### config.mk
export PLATFORM = sky130hd
export DESIGN_NAME = wb_spm_host_master_flat
export DESIGN_NICKNAME = d
export VERILOG_FILES = /design/src/rtl/wb_spm_host_master_if.sv /design/src/rtl/wb_spm_host_master.sv /design/src/flat_wrapper.sv
export SDC_FILE = /design/constraint.sdc
export NUM_CORES = 1
export LEC_CHECK = 0
export ABC_AREA = 1
export CORE_ASPECT_RATIO = 2
export CORE_UTILIZATION = 37
export DETAILED_ROUTE_END_ITERATION = 8
export PLACE_DENSITY = 0.79
export SYNTH_ARGS = -nofsm -noshare
export SYNTH_HDL_FRONTEND = slang
export SYNTH_SLANG_ARGS = --single-unit
### constraint.sdc
create_clock -name clk -period 1.5 [get_ports clk]
set_input_delay 0.3 -clock clk [delete_from_list [all_inputs] [get_ports clk]]
set_output_delay 0.3 -clock clk [all_outputs]
set_load 0.005 [all_outputs]
### src/rtl/wb_spm_host_master_if.sv
// Command/response stream plus Wishbone pipelined bus bundle for wb_spm_host_master.
// master: the host-master block. slave: the command source, response sink and bus slave.
interface wb_spm_host_master_if #(
  parameter int unsigned ADDR_W = 32,
  parameter int unsigned DATA_W = 32
);
  logic              cmd_valid;
  logic              cmd_ready;
  logic              cmd_we;
  logic [ADDR_W-1:0] cmd_addr;
  logic [DATA_W-1:0] cmd_wdata;

  logic              rsp_valid;
  logic              rsp_ready;
  logic [DATA_W-1:0] rsp_rdata;
  logic              rsp_err;

  logic              o_wb_cyc;
  logic              o_wb_stb;
  logic              o_wb_we;
  logic [ADDR_W-1:0] o_wb_addr;
  logic [DATA_W-1:0] o_wb_data;
  logic              i_wb_ack;
  logic              i_wb_stall;
  logic [DATA_W-1:0] i_wb_data;

  modport master (
    input  cmd_valid, cmd_we, cmd_addr, cmd_wdata, rsp_ready,
    input  i_wb_ack, i_wb_stall, i_wb_data,
    output cmd_ready, rsp_valid, rsp_rdata, rsp_err,
    output o_wb_cyc, o_wb_stb, o_wb_we, o_wb_addr, o_wb_data
  );

  modport slave (
    output cmd_valid, cmd_we, cmd_addr, cmd_wdata, rsp_ready,
    output i_wb_ack, i_wb_stall, i_wb_data,
    input  cmd_ready, rsp_valid, rsp_rdata, rsp_err,
    input  o_wb_cyc, o_wb_stb, o_wb_we, o_wb_addr, o_wb_data
  );
endinterface

### src/rtl/wb_spm_host_master.sv
// Single-outstanding Wishbone pipelined master: one bus transaction per command,
// with stall-aware request phase, ack-timeout watchdog and back-pressured response.
module wb_spm_host_master #(
  parameter int unsigned TIMEOUT_CYCLES = 16,
  parameter int unsigned ADDR_W         = 32,
  parameter int unsigned DATA_W         = 32
) (
  input  logic                  clk,
  input  logic                  rst,
  wb_spm_host_master_if.master  bus
);

  localparam int unsigned CNT_W = $clog2(TIMEOUT_CYCLES + 1);
  localparam logic [CNT_W-1:0] CNT_MAX  = CNT_W'(TIMEOUT_CYCLES);
  localparam logic [CNT_W-1:0] CNT_LAST = CNT_W'(TIMEOUT_CYCLES - 1);

  typedef enum logic [1:0] {
    IDLE = 2'd0,
    REQ  = 2'd1,
    WAIT = 2'd2,
    RESP = 2'd3
  } state_t;

  state_t            state_q, state_d;
  logic [CNT_W-1:0]  cnt_q, cnt_d;
  logic              cmd_ready_q, cmd_ready_d;
  logic              cyc_q, cyc_d;
  logic              stb_q, stb_d;
  logic              we_q, we_d;
  logic [ADDR_W-1:0] addr_q, addr_d;
  logic [DATA_W-1:0] data_q, data_d;
  logic              rsp_valid_q, rsp_valid_d;
  logic [DATA_W-1:0] rsp_rdata_q, rsp_rdata_d;
  logic              rsp_err_q, rsp_err_d;

  // State and registered outputs
  always_ff @(posedge clk) begin
    if (rst) begin
      state_q     <= IDLE;
      cnt_q       <= '0;
      cmd_ready_q <= 1'b1;
      cyc_q       <= 1'b0;
      stb_q       <= 1'b0;
      we_q        <= 1'b0;
      addr_q      <= '0;
      data_q      <= '0;
      rsp_valid_q <= 1'b0;
      rsp_rdata_q <= '0;
      rsp_err_q   <= 1'b0;
    end else begin
      state_q     <= state_d;
      cnt_q       <= cnt_d;
      cmd_ready_q <= cmd_ready_d;
      cyc_q       <= cyc_d;
      stb_q       <= stb_d;
      we_q        <= we_d;
      addr_q      <= addr_d;
      data_q      <= data_d;
      rsp_valid_q <= rsp_valid_d;
      rsp_rdata_q <= rsp_rdata_d;
      rsp_err_q   <= rsp_err_d;
    end
  end

  // Next-state and next-output logic
  always_comb begin
    state_d     = state_q;
    cnt_d       = cnt_q;
    cmd_ready_d = cmd_ready_q;
    cyc_d       = cyc_q;
    stb_d       = stb_q;
    we_d        = we_q;
    addr_d      = addr_q;
    data_d      = data_q;
    rsp_valid_d = rsp_valid_q;
    rsp_rdata_d = rsp_rdata_q;
    rsp_err_d   = rsp_err_q;

    unique case (state_q)
      IDLE: begin
        if (bus.cmd_valid) begin
          we_d        = bus.cmd_we;
          addr_d      = bus.cmd_addr;
          data_d      = bus.cmd_wdata;
          cyc_d       = 1'b1;
          stb_d       = 1'b1;
          cnt_d       = '0;
          cmd_ready_d = 1'b0;
          state_d     = REQ;
        end
      end

      REQ, WAIT: begin
        if (cnt_q != CNT_MAX) cnt_d = cnt_q + CNT_W'(1);
        if (state_q == REQ && !bus.i_wb_stall) begin
          stb_d   = 1'b0;
          state_d = WAIT;
        end
        // An ack on the same edge as the timeout still completes normally
        if (bus.i_wb_ack) begin
          cyc_d       = 1'b0;
          stb_d       = 1'b0;
          rsp_valid_d = 1'b1;
          rsp_err_d   = 1'b0;
          rsp_rdata_d = we_q ? '0 : bus.i_wb_data;
          state_d     = RESP;
        end else if (cnt_q == CNT_LAST) begin
          cyc_d       = 1'b0;
          stb_d       = 1'b0;
          rsp_valid_d = 1'b1;
          rsp_err_d   = 1'b1;
          rsp_rdata_d = '0;
          state_d     = RESP;
        end
      end

      RESP: begin
        if (bus.rsp_ready) begin
          rsp_valid_d = 1'b0;
          cmd_ready_d = 1'b1;
          state_d     = IDLE;
        end
      end

      default: state_d = IDLE;
    endcase
  end

  assign bus.cmd_ready = cmd_ready_q;
  assign bus.rsp_valid = rsp_valid_q;
  assign bus.rsp_rdata = rsp_rdata_q;
  assign bus.rsp_err   = rsp_err_q;
  assign bus.o_wb_cyc  = cyc_q;
  assign bus.o_wb_stb  = stb_q;
  assign bus.o_wb_we   = we_q;
  assign bus.o_wb_addr = addr_q;
  assign bus.o_wb_data = data_q;

endmodule

### src/flat_wrapper.sv
// flat-port wrapper written by rule: the top's interface ports become plain ports
module wb_spm_host_master_flat 
#(
  parameter int unsigned TIMEOUT_CYCLES = 16,
  parameter int unsigned ADDR_W         = 32,
  parameter int unsigned DATA_W         = 32
)
  (clk, rst, bus_cmd_valid, bus_cmd_we, bus_cmd_addr, bus_cmd_wdata, bus_rsp_ready, bus_i_wb_ack, bus_i_wb_stall, bus_i_wb_data, bus_cmd_ready, bus_rsp_valid, bus_rsp_rdata, bus_rsp_err, bus_o_wb_cyc, bus_o_wb_stb, bus_o_wb_we, bus_o_wb_addr, bus_o_wb_data);
  wb_spm_host_master_if #(.ADDR_W(ADDR_W), .DATA_W(DATA_W)) bus_i ();
  input  logic clk;
  input  logic rst;
  input wire logic [$bits(bus_i.cmd_valid)-1:0] bus_cmd_valid;
  input wire logic [$bits(bus_i.cmd_we)-1:0] bus_cmd_we;
  input wire logic [$bits(bus_i.cmd_addr)-1:0] bus_cmd_addr;
  input wire logic [$bits(bus_i.cmd_wdata)-1:0] bus_cmd_wdata;
  input wire logic [$bits(bus_i.rsp_ready)-1:0] bus_rsp_ready;
  input wire logic [$bits(bus_i.i_wb_ack)-1:0] bus_i_wb_ack;
  input wire logic [$bits(bus_i.i_wb_stall)-1:0] bus_i_wb_stall;
  input wire logic [$bits(bus_i.i_wb_data)-1:0] bus_i_wb_data;
  output wire logic [$bits(bus_i.cmd_ready)-1:0] bus_cmd_ready;
  output wire logic [$bits(bus_i.rsp_valid)-1:0] bus_rsp_valid;
  output wire logic [$bits(bus_i.rsp_rdata)-1:0] bus_rsp_rdata;
  output wire logic [$bits(bus_i.rsp_err)-1:0] bus_rsp_err;
  output wire logic [$bits(bus_i.o_wb_cyc)-1:0] bus_o_wb_cyc;
  output wire logic [$bits(bus_i.o_wb_stb)-1:0] bus_o_wb_stb;
  output wire logic [$bits(bus_i.o_wb_we)-1:0] bus_o_wb_we;
  output wire logic [$bits(bus_i.o_wb_addr)-1:0] bus_o_wb_addr;
  output wire logic [$bits(bus_i.o_wb_data)-1:0] bus_o_wb_data;
  assign bus_i.cmd_valid = bus_cmd_valid;
  assign bus_i.cmd_we = bus_cmd_we;
  assign bus_i.cmd_addr = bus_cmd_addr;
  assign bus_i.cmd_wdata = bus_cmd_wdata;
  assign bus_i.rsp_ready = bus_rsp_ready;
  assign bus_i.i_wb_ack = bus_i_wb_ack;
  assign bus_i.i_wb_stall = bus_i_wb_stall;
  assign bus_i.i_wb_data = bus_i_wb_data;
  assign bus_cmd_ready = bus_i.cmd_ready;
  assign bus_rsp_valid = bus_i.rsp_valid;
  assign bus_rsp_rdata = bus_i.rsp_rdata;
  assign bus_rsp_err = bus_i.rsp_err;
  assign bus_o_wb_cyc = bus_i.o_wb_cyc;
  assign bus_o_wb_stb = bus_i.o_wb_stb;
  assign bus_o_wb_we = bus_i.o_wb_we;
  assign bus_o_wb_addr = bus_i.o_wb_addr;
  assign bus_o_wb_data = bus_i.o_wb_data;
  wb_spm_host_master #(.TIMEOUT_CYCLES(TIMEOUT_CYCLES), .ADDR_W(ADDR_W), .DATA_W(DATA_W)) u_core (.clk(clk), .rst(rst), .bus(bus_i));
endmodule
==> results.cfg <==
[status]
violations = negative setup slack
status = complete, but fails checks

[setup_path]
crit_arrival_ns = 1.85
crit_type = reg -> reg
crit_path_max_incr_delay_ns = 0.36
path_cells = ha_4 > nand2_1 > nor2_1 > ha_2 > o21ai_4 > inv_4 > buf_12 > nor2_2 > a211oi_1
required_ns = 1.73
critPathSlowestCell = dfxtp_2
rrSetupSlack_ns = -0.12
path_max_fanout = 9
cp-start-kind = register
endpoint_kind = register

[timing]
setup_viol = 12
fmax_ghz = 0.6183
slew_headroom_pct = 78.43
hold_viol = 0
skew_ns = 0.01078
slew_violations = 0
rsz0062_at_grt = yes
final.period_utilization_pct = 107.8
tightestPinTransition_ns = 0.3236
fin_crit_ns = 1.617
setup_ws_ns = -0.1174

[clock_tree]
cts_buffers = 9
cts.path.max_buffers = 2
cts_root_buffer = clkbuf_16
clkTransAtPathRegs_ns = 0.07
cts_tree = done
worstSkewPairLatency_ns = 0.34
cts.sinks = 109
hold_buffers = 0
htree_num_levels = 3

[yosys]
synth_area_um2 = 4310
synth_area_per_cell_um2 = 8.102
yosys-top-cells-area = dfxtp_1 (51%), nor2_1 (12%), o21ai_0 (6.3%)
syn-num-nets = 643
yosysSeqAreaShare_pct = 50.62
yosysTopAreaCell = dfxtp_1
ys_seq_elements = 109
ys_warn_count = 0
synth_top_area_share_pct = 50.62
async_reset_ff_share_pct = 0
synth_edf_count = 0
synth_cell_types = 27
syn_inst = 532
synth_ff_type = dfxtp_1

[cells_and_area]
fillers = 954
multiInputGateArea_um2 = 1841
final_common_cell = nor2_1
drive_above_1_share_pct = 15.09
final_core_util_pct = 62.20
layout_common_cells = nor2_1 (142), clkdlybuf4s50_1 (114), dfxtp_1 (93), nand2_1 (55), o21ai_0 (53)
area_growth_pct = 63.86
diodes = 0
register_area_um2 = 2205
fin_nets = 855

[global_routing]
antenna_found_initial = 0
grt_pass1_vias = 4215
grt_pass1_wl_mm = 19.29
overflow = 0
grt_max_degree = 70
grt.total_usage_pct = 20.09

[job]
maxCapViolations = 0

[floorplanning]
initial_core_util_pct = 37.96
die_w_um = 78.32
io_pins = 205
fp.dieH_um = 154.6
die_area_um2 = 12110
std_cell_rows = 55
coreArea_um2 = 11350

[routing]
ant_nets = 0
drc = 0
via_per_inst = 4.815
totalWireLength_mm = 12.47
drtIter0Drc = 146
vias = 4290
first_pass_iters = 4
wl_per_cell_um = 13.99

[min_path]
min_path_type = in -> reg

[power_and_ir_drop]
vdd_drop_max_mv = 0.9225
p_per_area_nw_per_um2 = 1563
power_w = 0.01104
leakage_nw = 3.553

[place]
place_congestion = 0.7662
dp_hpwl_mm = 8.923
port_buffers = 204
place_ws_ns = -0.1406
## power by group
| part | switching [W] | internal (W) |
|---|---|---|
| logic | 0.00233 | 0.00239 |
| registers | 0.000341 | 0.00360 |
| clock network | 0.00107 | 0.00131 |
## cells in the mapped netlist (all sizes together), types with 2 or more instances
library cell  instances
nor2                144
dfxtp               109
o21ai                70
nand2                61
a21oi                42
nand3                34
buf                  22
inv                  22
clkbuf               14
ha                    8
nor3                  2
## stage by stage
stage / hold slack (ns) / area, µm² / std cells / setup TNS [ns]
final: 0.3186 / 7063 / 891 / -0.2618
after global routing: 0.3136 / 7063 / 891 / -2.820
after CTS: 0.2958 / 6892 / 888 / -0.3510
after detailed placement: 0.4565 / 6549 / 868 / -5.757
after global placement: 0.4525 / 6549 / 868 / -3.839
after floorplan: 0.3990 / 4319 / 532 / 0
## final timing paths
path	cells past startpoint	end	start
max	9	u_core.bus.rsp_err	u_core.cnt_q[1]
min	2	u_core.state_q[0]	rst
max reg2reg	9	u_core.bus.rsp_err	u_core.cnt_q[1]
min reg2reg	2	u_core.bus.o_wb_stb	u_core.bus.o_wb_stb
## worst max-delay path: cells and delay by family (launching register included)
family	cells	cell delay, ns
adder cells (fa/ha/maj)	2	0.37
AO/OA/AOI/OAI	2	0.33
AND/OR/NAND/NOR	3	0.18
buffers and inverters	2	0.27
flip-flops	1	0.36
## registers in the layout, indices dropped and copies added, names as in the netlist, 2 cells and up
| name | count |
|---|---|
| u_core.bus.rsp_rdata | 32 |
| u_core.bus.o_wb_addr | 32 |
| u_core.cnt_q | 5 |
| u_core.state_q | 2 |
| u_core.bus.o_wb_data | 32 |
## cell families after synthesis
group	count (synthesis)	share of synthesized area (%)
AOI/OAI and AO/OA	115	15.09
buffers and inverters	58	8.099
adders and majority gates	8	2.322
DFF	109	50.62
and+or+nand+nor	242	23.86
## final cells by class
type                            count  share of cell area (%)
Inverter                           22                   1.205
Multi-Input combinational cell    365                   26.06
Clock buffer                       10                   3.242
Tap cell                          142                   2.515
Clock inverter                      6                  0.9743
Timing Repair Buffer              237                   34.79
Sequential cell                   109                   31.21
## metal layers
layer  up-vias  global-route usage (%)  routed length (µm)
met1      1946                   18.89                4283
met4         0                   10.49                 458
met2       173                   38.35                6950
met5         -                       0                   0
li1       2142                       -                   -
met3        29                   5.369                 777
## repair_timing
item | CTS | global route
endpoints found under the setup margin | 91 | 94
pin swaps | 3 | 4
cloned | 1 | 0
buffers inserted | 3 | 3
gates resized for setup | 61 | 64
Power figures use the tool's default switching activity.
